## src/rtl/rvmem_arb_pkg.sv

```systemverilog
// rvmem_arb_pkg: state encodings and default widths shared by rvmem_arb, rvmem_rr2
// and the memory supervisor (rvmemspv).
package rvmem_arb_pkg;

  localparam int unsigned MemAddrWidth = 32;
  localparam int unsigned MemDataWidth = 32;

  localparam logic [2:0] StInit = 3'd0;
  localparam logic [2:0] StIdle = 3'd1;
  localparam logic [2:0] StWr   = 3'd2;
  localparam logic [2:0] StWrsp = 3'd3;
  localparam logic [2:0] StRd   = 3'd4;
  localparam logic [2:0] StRrsp = 3'd5;
  localparam logic [2:0] StDone = 3'd6;

endpackage

```

## src/rtl/rvmem_rr2.sv

```systemverilog
// rvmem_rr2: combinational 2-way round-robin picker.
//   req_i  : request vector, bit N = port N
//   last_i : port granted most recently
//   gnt_o  : one-hot grant (zero when nobody requests)
module rvmem_rr2 (
  input  logic [1:0] req_i,
  input  logic       last_i,
  output logic [1:0] gnt_o
);

  always_comb begin
    if (req_i == 2'b11) begin
      // On a tie the port not served last wins.
      gnt_o = last_i ? 2'b01 : 2'b10;
    end else begin
      gnt_o = req_i;
    end
  end

endmodule

```

## src/rtl/rvmem_arb.sv

```systemverilog
// rvmem_arb: two-port arbiter / transaction sequencer in front of rvmemspv.
//   clock, reset        : clock, asynchronous active-high reset
//   pN_req/we/addr/...  : requester N (0 = fetch, 1 = load/store), held until pN_ack
//   pN_ack, pN_rdata    : one-cycle completion pulse, read data held until next read ack
//   mem_ready           : DDR3 initialisation done
//   mem_*               : single AXI-lite-style write/read channel set to memory
//   busy                : high whenever not idle
module rvmem_arb
  import rvmem_arb_pkg::*;
#(
  parameter int unsigned ADDR_WIDTH = MemAddrWidth,
  parameter int unsigned DATA_WIDTH = MemDataWidth,
  parameter int unsigned MASK_WIDTH = DATA_WIDTH / 8
) (
  input  logic                  clock,
  input  logic                  reset,
  input  logic                  p0_req,
  input  logic                  p0_we,
  input  logic [ADDR_WIDTH-1:0] p0_addr,
  input  logic [DATA_WIDTH-1:0] p0_wdata,
  input  logic [MASK_WIDTH-1:0] p0_wmask,
  output logic                  p0_ack,
  output logic [DATA_WIDTH-1:0] p0_rdata,
  input  logic                  p1_req,
  input  logic                  p1_we,
  input  logic [ADDR_WIDTH-1:0] p1_addr,
  input  logic [DATA_WIDTH-1:0] p1_wdata,
  input  logic [MASK_WIDTH-1:0] p1_wmask,
  output logic                  p1_ack,
  output logic [DATA_WIDTH-1:0] p1_rdata,
  input  logic                  mem_ready,
  output logic                  mem_waen,
  output logic                  mem_wden,
  output logic                  mem_raen,
  output logic                  mem_rden,
  output logic [ADDR_WIDTH-1:0] mem_waddr,
  output logic [ADDR_WIDTH-1:0] mem_raddr,
  output logic [DATA_WIDTH-1:0] mem_wdata,
  output logic [MASK_WIDTH-1:0] mem_wmask,
  input  logic                  mem_wardy,
  input  logic                  mem_wdrdy,
  input  logic                  mem_rardy,
  input  logic                  mem_wbvld,
  input  logic                  mem_rdrdy,
  input  logic [DATA_WIDTH-1:0] mem_rdata,
  output logic                  busy
);

  logic [2:0]            st_q, st_d;
  logic                  last_q, last_d, port_q, port_d;
  logic                  waen_q, waen_d, wden_q, wden_d, raen_q, raen_d, rden_q, rden_d;
  logic                  wa_done_q, wa_done_d, wd_done_q, wd_done_d;
  logic                  busy_q;
  logic [ADDR_WIDTH-1:0] waddr_q, waddr_d, raddr_q, raddr_d;
  logic [DATA_WIDTH-1:0] wdata_q, wdata_d, rdata0_q, rdata0_d, rdata1_q, rdata1_d;
  logic [MASK_WIDTH-1:0] wmask_q, wmask_d;
  logic [1:0]            gnt;
  logic                  grant, gnt_we, wa_hs, wd_hs;

  rvmem_rr2 u_rr2 (
    .req_i  ({p1_req, p0_req}),
    .last_i (last_q),
    .gnt_o  (gnt)
  );

  assign grant  = (st_q == StIdle) & mem_ready & (|gnt);
  assign gnt_we = gnt[1] ? p1_we : p0_we;
  assign wa_hs  = waen_q & mem_wardy;
  assign wd_hs  = wden_q & mem_wdrdy;

  // State register
  always_ff @(posedge clock or posedge reset) begin
    if (reset) begin
      st_q <= StInit;
    end else begin
      st_q <= st_d;
    end
  end

  // Next state
  always_comb begin
    st_d = st_q;
    case (st_q)
      StInit: if (mem_ready) st_d = StIdle;
      StIdle: begin
        if (!mem_ready) st_d = StInit;
        else if (grant) st_d = gnt_we ? StWr : StRd;
      end
      // Address and data handshakes may land in either order or together.
      StWr:   if ((wa_done_q | wa_hs) & (wd_done_q | wd_hs)) st_d = StWrsp;
      StWrsp: if (mem_wbvld) st_d = StDone;
      StRd:   if (raen_q & mem_rardy) st_d = StRrsp;
      StRrsp: if (mem_rdrdy) st_d = StDone;
      StDone: st_d = StIdle;
      default: st_d = StInit;
    endcase
  end

  // Next values of the registered outputs and transaction fields
  always_comb begin
    last_d    = last_q;
    port_d    = port_q;
    waen_d    = waen_q;
    wden_d    = wden_q;
    raen_d    = raen_q;
    rden_d    = rden_q;
    wa_done_d = wa_done_q;
    wd_done_d = wd_done_q;
    waddr_d   = waddr_q;
    raddr_d   = raddr_q;
    wdata_d   = wdata_q;
    wmask_d   = wmask_q;
    rdata0_d  = rdata0_q;
    rdata1_d  = rdata1_q;
    case (st_q)
      StIdle: begin
        if (grant) begin
          port_d = gnt[1];
          if (gnt_we) begin
            waen_d    = 1'b1;
            wden_d    = 1'b1;
            wa_done_d = 1'b0;
            wd_done_d = 1'b0;
            waddr_d   = gnt[1] ? p1_addr : p0_addr;
            wdata_d   = gnt[1] ? p1_wdata : p0_wdata;
            wmask_d   = gnt[1] ? p1_wmask : p0_wmask;
          end else begin
            raen_d  = 1'b1;
            raddr_d = gnt[1] ? p1_addr : p0_addr;
          end
        end
      end
      StWr: begin
        if (wa_hs) begin
          waen_d    = 1'b0;
          wa_done_d = 1'b1;
        end
        if (wd_hs) begin
          wden_d    = 1'b0;
          wd_done_d = 1'b1;
        end
      end
      StRd: begin
        if (raen_q & mem_rardy) begin
          raen_d = 1'b0;
          rden_d = 1'b1;
        end
      end
      StRrsp: begin
        if (mem_rdrdy) begin
          rden_d = 1'b0;
          if (port_q) rdata1_d = mem_rdata;
          else        rdata0_d = mem_rdata;
        end
      end
      StDone: last_d = port_q;
      default: ;
    endcase
  end

  always_ff @(posedge clock or posedge reset) begin
    if (reset) begin
      last_q    <= 1'b1;
      port_q    <= 1'b0;
      waen_q    <= 1'b0;
      wden_q    <= 1'b0;
      raen_q    <= 1'b0;
      rden_q    <= 1'b0;
      wa_done_q <= 1'b0;
      wd_done_q <= 1'b0;
      waddr_q   <= '0;
      raddr_q   <= '0;
      wdata_q   <= '0;
      wmask_q   <= '0;
      rdata0_q  <= '0;
      rdata1_q  <= '0;
      busy_q    <= 1'b0;
    end else begin
      last_q    <= last_d;
      port_q    <= port_d;
      waen_q    <= waen_d;
      wden_q    <= wden_d;
      raen_q    <= raen_d;
      rden_q    <= rden_d;
      wa_done_q <= wa_done_d;
      wd_done_q <= wd_done_d;
      waddr_q   <= waddr_d;
      raddr_q   <= raddr_d;
      wdata_q   <= wdata_d;
      wmask_q   <= wmask_d;
      rdata0_q  <= rdata0_d;
      rdata1_q  <= rdata1_d;
      // Tracks the state register, but reads 0 while reset is applied.
      busy_q    <= (st_d != StIdle);
    end
  end

  // Outputs
  assign p0_ack    = (st_q == StDone) & ~port_q;
  assign p1_ack    = (st_q == StDone) & port_q;
  assign p0_rdata  = rdata0_q;
  assign p1_rdata  = rdata1_q;
  assign mem_waen  = waen_q;
  assign mem_wden  = wden_q;
  assign mem_raen  = raen_q;
  assign mem_rden  = rden_q;
  assign mem_waddr = waddr_q;
  assign mem_raddr = raddr_q;
  assign mem_wdata = wdata_q;
  assign mem_wmask = wmask_q;
  assign busy      = busy_q;

endmodule

```

## config.mk

```make
export PLATFORM = sky130hd
export DESIGN_NAME = rvmem_arb
export DESIGN_NICKNAME = d
export VERILOG_FILES = /design/src/rtl/rvmem_arb_pkg.sv /design/src/rtl/rvmem_rr2.sv /design/src/rtl/rvmem_arb.sv
export SDC_FILE = /design/constraint.sdc
export NUM_CORES = 1
export LEC_CHECK = 0
export BUFFER_PORTS_ARGS = -buffer_cell sky130_fd_sc_hd__clkbuf_2
export CAP_MARGIN = 20
export CORE_AREA = 2 2 135 137
export CTS_CLUSTER_DIAMETER = 30
export DETAILED_ROUTE_END_ITERATION = 10
export DIE_AREA = 0 0 137 139
export PLACE_DENSITY_LB_ADDON = 0.2
export SYNTH_ARGS = -nofsm -noshare
export SYNTH_HDL_FRONTEND = slang
export SYNTH_SLANG_ARGS = --single-unit
```

## constraint.sdc

```tcl
create_clock -name clock -period 6.7 [get_ports clock]
set_clock_uncertainty 0.2 [all_clocks]
set_input_delay 0.67 -clock clock [delete_from_list [all_inputs] [get_ports clock]]
set_output_delay 0.67 -clock clock [all_outputs]
set_load 0.005 [all_outputs]
```

### Yosys cells after proc, flatten, opt, wreduce, memory -nomap -nowiden

Index checks and enable logic that the tools add are counted.

| word-level totals | value |
|---|---|
| bits of input ports | 180 |
| output and inout port bits | 171 |
| register bits | 176 |
| logic and storage cells | 91 |

| operators by class | value |
|---|---|
| bitwise operators | 12 |
| equality and inequality tests | 15 |
| reductions and logical operators | 14 |
| mux-type cells | 34 |

Operator list:

| cell | count |
|---|---|
| $mux 32 | 2 |
| $mux 3 | 8 |
| $pmux 3 s7 | 1 |
| $reduce_and 3->1 | 5 |
| $mux 1 | 14 |
| $ne 2x2->1 const B | 7 |
| $pmux 1 s2 | 6 |
| $reduce_and 4->1 | 3 |
| $eq 3x3->1 const B | 3 |
| $and 1x1->1 | 8 |
| $eq 3x2->1 const B | 2 |
| $reduce_bool 2->1 | 3 |
| $mux 2 | 2 |
| $mux 4 | 1 |
| $eq 3x1->1 const B | 1 |
| $logic_not 3->1 | 1 |
| $ne 3x1->1 const B | 1 |
| $eq 2x2->1 const B | 1 |
| $not 1->1 | 2 |
| $or 1x1->1 | 2 |
| $reduce_and 2->1 | 1 |
| $reduce_or 2->1 | 1 |

### Logic depth before layout (Yosys ltp)

| depth | value |
|---|---|
| depth after elaboration | 8 |
| gate-level depth with buffers | 6 |
| gate-level depth less buffers | 4 |

### Cells and area by module

Synthesis repeated with hierarchy kept, for this count alone.

| second synthesis, totals | value |
|---|---|
| cell total of the unflattened synthesis | 492 |
| area total of the unflattened synthesis | 7622.3 µm² |

Modules (own cells, without submodules):

| module | area each (µm²) | instances | cells an instance |
|---|---|---|---|
| rvmem_arb | 7603.5 | 1 | 489 |
| rvmem_rr2 | 18.8 | 1 | 3 |

### Least setup slack after synthesis

No wires, ideal clock.

| path | value |
|---|---|
| kind | input-to-reg |
| from | input port p1_req |
| to | register wdata_q[0], in the netlist mem_wdata[0] |
| cell stages on the path | 5 |
| path slack | 4368 ps |
| data required time | 6372 ps |
| arrival time | 2004 ps |
| setup time | 128 ps |
| cell sequence | a21boi_4 > buf_2 > buf_2 > mux2_2 > mux2_1 |

| between the ends | value |
|---|---|
| cells in the longest elaborated chain, start to end | 5 |
| elaborated cells on any way between the ends | 7 |
| classes of those cells | eq/ne (1); mux (3); bitwise (1); reduce/logical (2) |

RTL lines:

| item | line | source |
|---|---|---|
| from (decl) | rvmem_arb.sv:24 | `input logic p1_req,` |
| $eq 2x2->1 | rvmem_rr2.sv:12 | `if (req_i == 2'b11) begin` |
| $mux 2 (*) | rvmem_rr2.sv:12 |  |
| $reduce_or 2->1 | rvmem_arb.sv:66 | `assign grant = (st_q == StIdle) & mem_ready & (\|gnt);` |
| $and 1x1->1 | rvmem_arb.sv:66 |  |
| $reduce_and 3->1 (no source line) | n/a |  |
| to (signal assigned) | rvmem_arb.sv:189 | `wdata_q <= wdata_d;` |
| to (decl) | rvmem_arb.sv:55 | `logic [DATA_WIDTH-1:0] wdata_q, wdata_d, rdata0_q, rdata0_d, rdata1_q, rdata1_d;` |

Mark *: on every way between the ends. The rest lies on a longest branch, timed or not.
A chain may end at the register's enable or synchronous reset.

### Final worst setup path

| path | value |
|---|---|
| from | register st_q[2] |
| to | register waddr_q[17], in the netlist mem_waddr[17] |

| between the ends | value |
|---|---|
| cells in the longest elaborated chain, start to end | 4 |

RTL lines:

| item | line | source |
|---|---|---|
| from (decl) | rvmem_arb.sv:49 | `logic [2:0] st_q, st_d;` |
| from (signal assigned) | rvmem_arb.sv:74 | `st_q <= StInit;` |
| from (signal assigned) | rvmem_arb.sv:76 | `st_q <= st_d;` |
| $eq 3x1->1 (*) | rvmem_arb.sv:66, rvmem_arb.sv:115 |  |
| $and 1x1->1 (2 in series) | rvmem_arb.sv:66 |  |
| $reduce_and 3->1 (no source line) (*) | n/a |  |
| to (signal assigned) | rvmem_arb.sv:187 | `waddr_q <= waddr_d;` |
| to (decl) | rvmem_arb.sv:54 | `logic [ADDR_WIDTH-1:0] waddr_q, waddr_d, raddr_q, raddr_d;` |

Marked as above.

==> metrics.txt <==
# TYPE chip_impl_metric gauge
chip_impl_metric{name="drive_above_1_share",unit=""} 0.586
chip_impl_metric{name="finalSetupViolCount",unit=""} 0
chip_impl_info{name="tritoncts",value="built"} 1
chip_impl_metric{name="die_width",unit="um"} 137
chip_impl_metric{name="avgSynthCellArea",unit="um2"} 15.8
chip_impl_info{name="synth-main-ff-cell",value="dfrtp_1"} 1
chip_impl_info{name="critical-path-slowest-cell",value="buf_4"} 1
chip_impl_metric{name="proportion_of_synthesized_chip_area_in_sequential_cells",unit=""} 0.578
chip_impl_metric{name="critical_path_arrival",unit="ns"} 2.87
chip_impl_metric{name="io_pins",unit=""} 351
chip_impl_metric{name="hpwl",unit="um"} 14100
chip_impl_metric{name="post_cts.resized_instances",unit=""} 0
chip_impl_info{name="grt_setup_unrepaired",value="false"} 1
chip_impl_metric{name="finalSetupTns",unit="ns"} 0
chip_impl_metric{name="reg2reg_setup_slack",unit="ns"} 3.93
chip_impl_info{name="synthTopCellsByArea",value="dfrtp_1 57%, mux2_1 20%, mux2_2 10%, mux2_4 5.5%, buf_4 0.99%"} 1
chip_impl_metric{name="synth_cell_types",unit=""} 35
chip_impl_metric{name="htree_levels",unit=""} 4
chip_impl_metric{name="nNetsFinal",unit=""} 1011
chip_impl_metric{name="register_area",unit="um2"} 4410
chip_impl_metric{name="portBuffers",unit=""} 350
chip_impl_metric{name="synthesis.yosys.warnings",unit=""} 0
chip_impl_metric{name="final_critical_path_setup_slack",unit="ns"} 3.93
chip_impl_metric{name="timing.reg2reg.worst_path_depth",unit=""} 5
chip_impl_metric{name="post-cts-setup-buffers",unit=""} 0
chip_impl_metric{name="timing.critical_path.slowest_cell_delay",unit="ns"} 0.55
chip_impl_metric{name="grt.met3_usage",unit=""} 0.0607
chip_impl_metric{name="clock.fmax",unit="GHz"} 0.361
chip_impl_metric{name="synth.ff_latch_count",unit=""} 176
chip_impl_metric{name="report.final.hold_viol_count",unit=""} 0
chip_impl_metric{name="route.detailed.drc",unit=""} 0
chip_impl_metric{name="clock_latency",unit="ns"} 0.42
chip_impl_metric{name="synthCells",unit=""} 482
chip_impl_metric{name="utilization",unit=""} 0.577
chip_impl_metric{name="final_max_slew_viol_count",unit=""} 0
chip_impl_info{name="worst-setup-path-type",value="flop to flop"} 1
chip_impl_metric{name="worst_max_slew_margin_expressed_relative_to_the_limit",unit=""} 0.337
chip_impl_info{name="worst_hold_path_type",value="input pin to async pin"} 1
chip_impl_metric{name="irDropWorstVdd",unit="V"} 0.000184
chip_impl_metric{name="flow.area_growth_from_synthesis",unit="%"} 33.7
chip_impl_metric{name="grt.overflow.total",unit=""} 0
chip_impl_metric{name="grt_start_max_net_pins",unit=""} 107
chip_impl_info{name="cp-endpoint",value="mem_waddr[17]"} 1
chip_impl_metric{name="route.final.wire_length",unit="um"} 18900
chip_impl_metric{name="global_route.usage.met1",unit=""} 0.229
chip_impl_metric{name="worst_slew_pin_slew",unit="ns"} 0.992
chip_impl_metric{name="dieHeight",unit="um"} 139
chip_impl_metric{name="cts_buffers",unit=""} 17
chip_impl_info{name="synthMostInstantiatedCell",value="dfrtp_1"} 1
chip_impl_info{name="worstReg2RegEnd",value="mem_waddr[17]"} 1
chip_impl_metric{name="n_fill_cell",unit=""} 1470
chip_impl_metric{name="firstDrtPassIters",unit=""} 4
chip_impl_metric{name="gpl.final_weighted_congestion",unit=""} 0.818
chip_impl_info{name="status",value="complete, no violations"} 1
chip_impl_metric{name="fp.coreArea",unit="um2"} 17700
chip_impl_metric{name="numClockSinks",unit=""} 176
chip_impl_metric{name="final-instance-count-excl-fill",unit=""} 1074
chip_impl_metric{name="static_leakage",unit="uW"} 0.00538
chip_impl_metric{name="drv.max_cap_violation_count",unit=""} 0
chip_impl_info{name="setup.worst_path.end_class",value="flop"} 1
chip_impl_metric{name="grt_first_pass_wirelength",unit="um"} 29800
chip_impl_info{name="path_cells",value="and4bb_2, o21ai_2, nor2_8, buf_4, mux2_1"} 1
chip_impl_metric{name="global_route.usage.met2",unit=""} 0.345
chip_impl_metric{name="mappedNetlistNets",unit=""} 662
chip_impl_info{name="netlist_top_cells_count",value="175 x dfrtp_1, 133 x mux2_1, 71 x mux2_2"} 1
chip_impl_metric{name="post_drt_wl_per_cell",unit="um"} 17.6
chip_impl_metric{name="power-per-cell-area",unit="nW/um2"} 413
chip_impl_metric{name="drt-vias-per-instance",unit=""} 4.99
chip_impl_info{name="synth_top_cell_by_area",value="dfrtp_1"} 1
chip_impl_metric{name="track_usage",unit=""} 0.202
chip_impl_metric{name="worstPathMaxFanout",unit=""} 38
chip_impl_metric{name="vias",unit=""} 5359
chip_impl_metric{name="timing.final.crit_period",unit="ns"} 2.77
chip_impl_metric{name="placementRows",unit=""} 49
chip_impl_metric{name="synthArstFlopShare",unit=""} 1.00
chip_impl_metric{name="synth_edf_count",unit=""} 0
chip_impl_metric{name="max-clock-path-buffers",unit=""} 2
chip_impl_metric{name="critical_path_required",unit="ns"} 6.80
chip_impl_info{name="cts-root-buf",value="clkbuf_16"} 1
chip_impl_info{name="busiest_layer",value="met2"} 1
chip_impl_metric{name="post-route-period-util",unit=""} 0.413
chip_impl_metric{name="multiInputGateArea",unit="um2"} 3050
chip_impl_info{name="worst_setup_path_start_kind",value="flop"} 1
chip_impl_info{name="crit_path_start",value="st_q[2]"} 1
chip_impl_metric{name="clkTransAtPathRegs",unit="ns"} 0.07
chip_impl_info{name="crit-reg2reg-launch",value="st_q[2]"} 1
chip_impl_metric{name="grt_antenna_before_repair",unit=""} 2
chip_impl_metric{name="syn-cell-area",unit="um2"} 7620
chip_impl_metric{name="ant_nets",unit=""} 0
chip_impl_metric{name="first_global_vias",unit=""} 5837
chip_impl_metric{name="placement.setup.worst_slack",unit="ns"} 3.72
chip_impl_metric{name="first_iter_violations",unit=""} 147
chip_impl_metric{name="dp.cells",unit=""} 1041
chip_impl_metric{name="yosys.area.top_type_share",unit=""} 0.575
chip_impl_metric{name="initial_core_util",unit=""} 0.431
chip_impl_metric{name="die_area",unit="um2"} 19000
chip_impl_metric{name="hold_buffers",unit=""} 0
## layer usage
layer | up-vias | part of all wire | wire length [um]
met1 | 2653 | 0.38 | 7210
met5 | - | 0 | 0
met2 | 242 | 0.50 | 9530
met4 | 0 | 0.030 | 561
li1 | 2425 | - | -
met3 | 39 | 0.084 | 1590
## report_power, final
group,leakage (uW),switching (uW),total [uW],internal (uW)
Clock,0.000310,447,1060,613
Sequential,0.00219,270,1810,1540
Combinational,0.00288,564,1330,766
Total,0.00538,1280,4200,2920
## how the worst min path moves through the flow
stage	startpoint	endpoint	slack, ns	cells past startpoint
2_1_floorplan	wa_done_q	wa_done_q	0.26	2
3_3_place_gp	p0_rdata[19]	p0_rdata[19]	0.27	1
3_5_place_dp	mem_waddr[18]	mem_waddr[18]	0.27	1
4_1_cts	mem_rdata[4]	p1_rdata[4]	0.26	2
5_1_grt	mem_rdata[22]	p1_rdata[22]	0.26	2
6_report	reset	p1_rdata[9]	0.27	2
## worst max-delay path, delay by kind of cell, from the launching register on
family / cells / cell delay [ns]
buffers and inverters: 1 / 0.55
flip-flops: 1 / 0.47
AO/OA/AOI/OAI: 1 / 0.13
AND/OR/NAND/NOR: 2 / 0.85
multiplexers: 1 / 0.38
## final cells by class
| cell class | instances | share of cell area |
|---|---|---|
| antenna | 1 | 0.000246 |
| clock buffer | 18 | 0.0431 |
| clock inverter | 14 | 0.0193 |
| inverter | 3 | 0.00160 |
| multi-input combinational | 278 | 0.299 |
| sequential | 176 | 0.433 |
| tap | 229 | 0.0281 |
| timing repair buffer | 355 | 0.176 |
## registers in the layout, indices dropped and copies added, names as in the netlist
register	cells
busy	1
last_q	1
mem_raddr	32
mem_raen	1
mem_rden	1
mem_waddr	32
mem_waen	1
mem_wdata	32
mem_wden	1
mem_wmask	4
p0_rdata	32
p1_rdata	32
port_q	1
st_q	3
wa_done_q	1
wd_done_q	1
## kinds of logic after synthesis
family          synth area share
simple gates              0.0220
buf+inv                   0.0227
compound gates            0.0172
mux                        0.360
flops                      0.578
## placed cells by master, fill, tap and decap left out, types with 2 or more instances in the layout
master	instances
clkbuf_2	350
dfrtp_1	175
mux2_1	133
mux2_2	71
mux2_4	28
clkbuf_16	17
nand2_1	8
nor2_1	6
inv_6	5
buf_4	5
a21o_1	4
a31oi_1	3
bufinv_16	3
inv_8	3
nor2b_1	2
inv_1	2
a21oi_1	2
nand4b_1	2
## through the flow
stage	power, uW	hold slack [ns]	cell area [um2]
floorplan	2460	0.263	7620
global placement	3130	0.266	9540
detailed placement	3190	0.274	9540
CTS	4260	0.258	10200
global route	4480	0.264	10200
finish	4200	0.268	10200
Power figures use the tool's default switching activity.
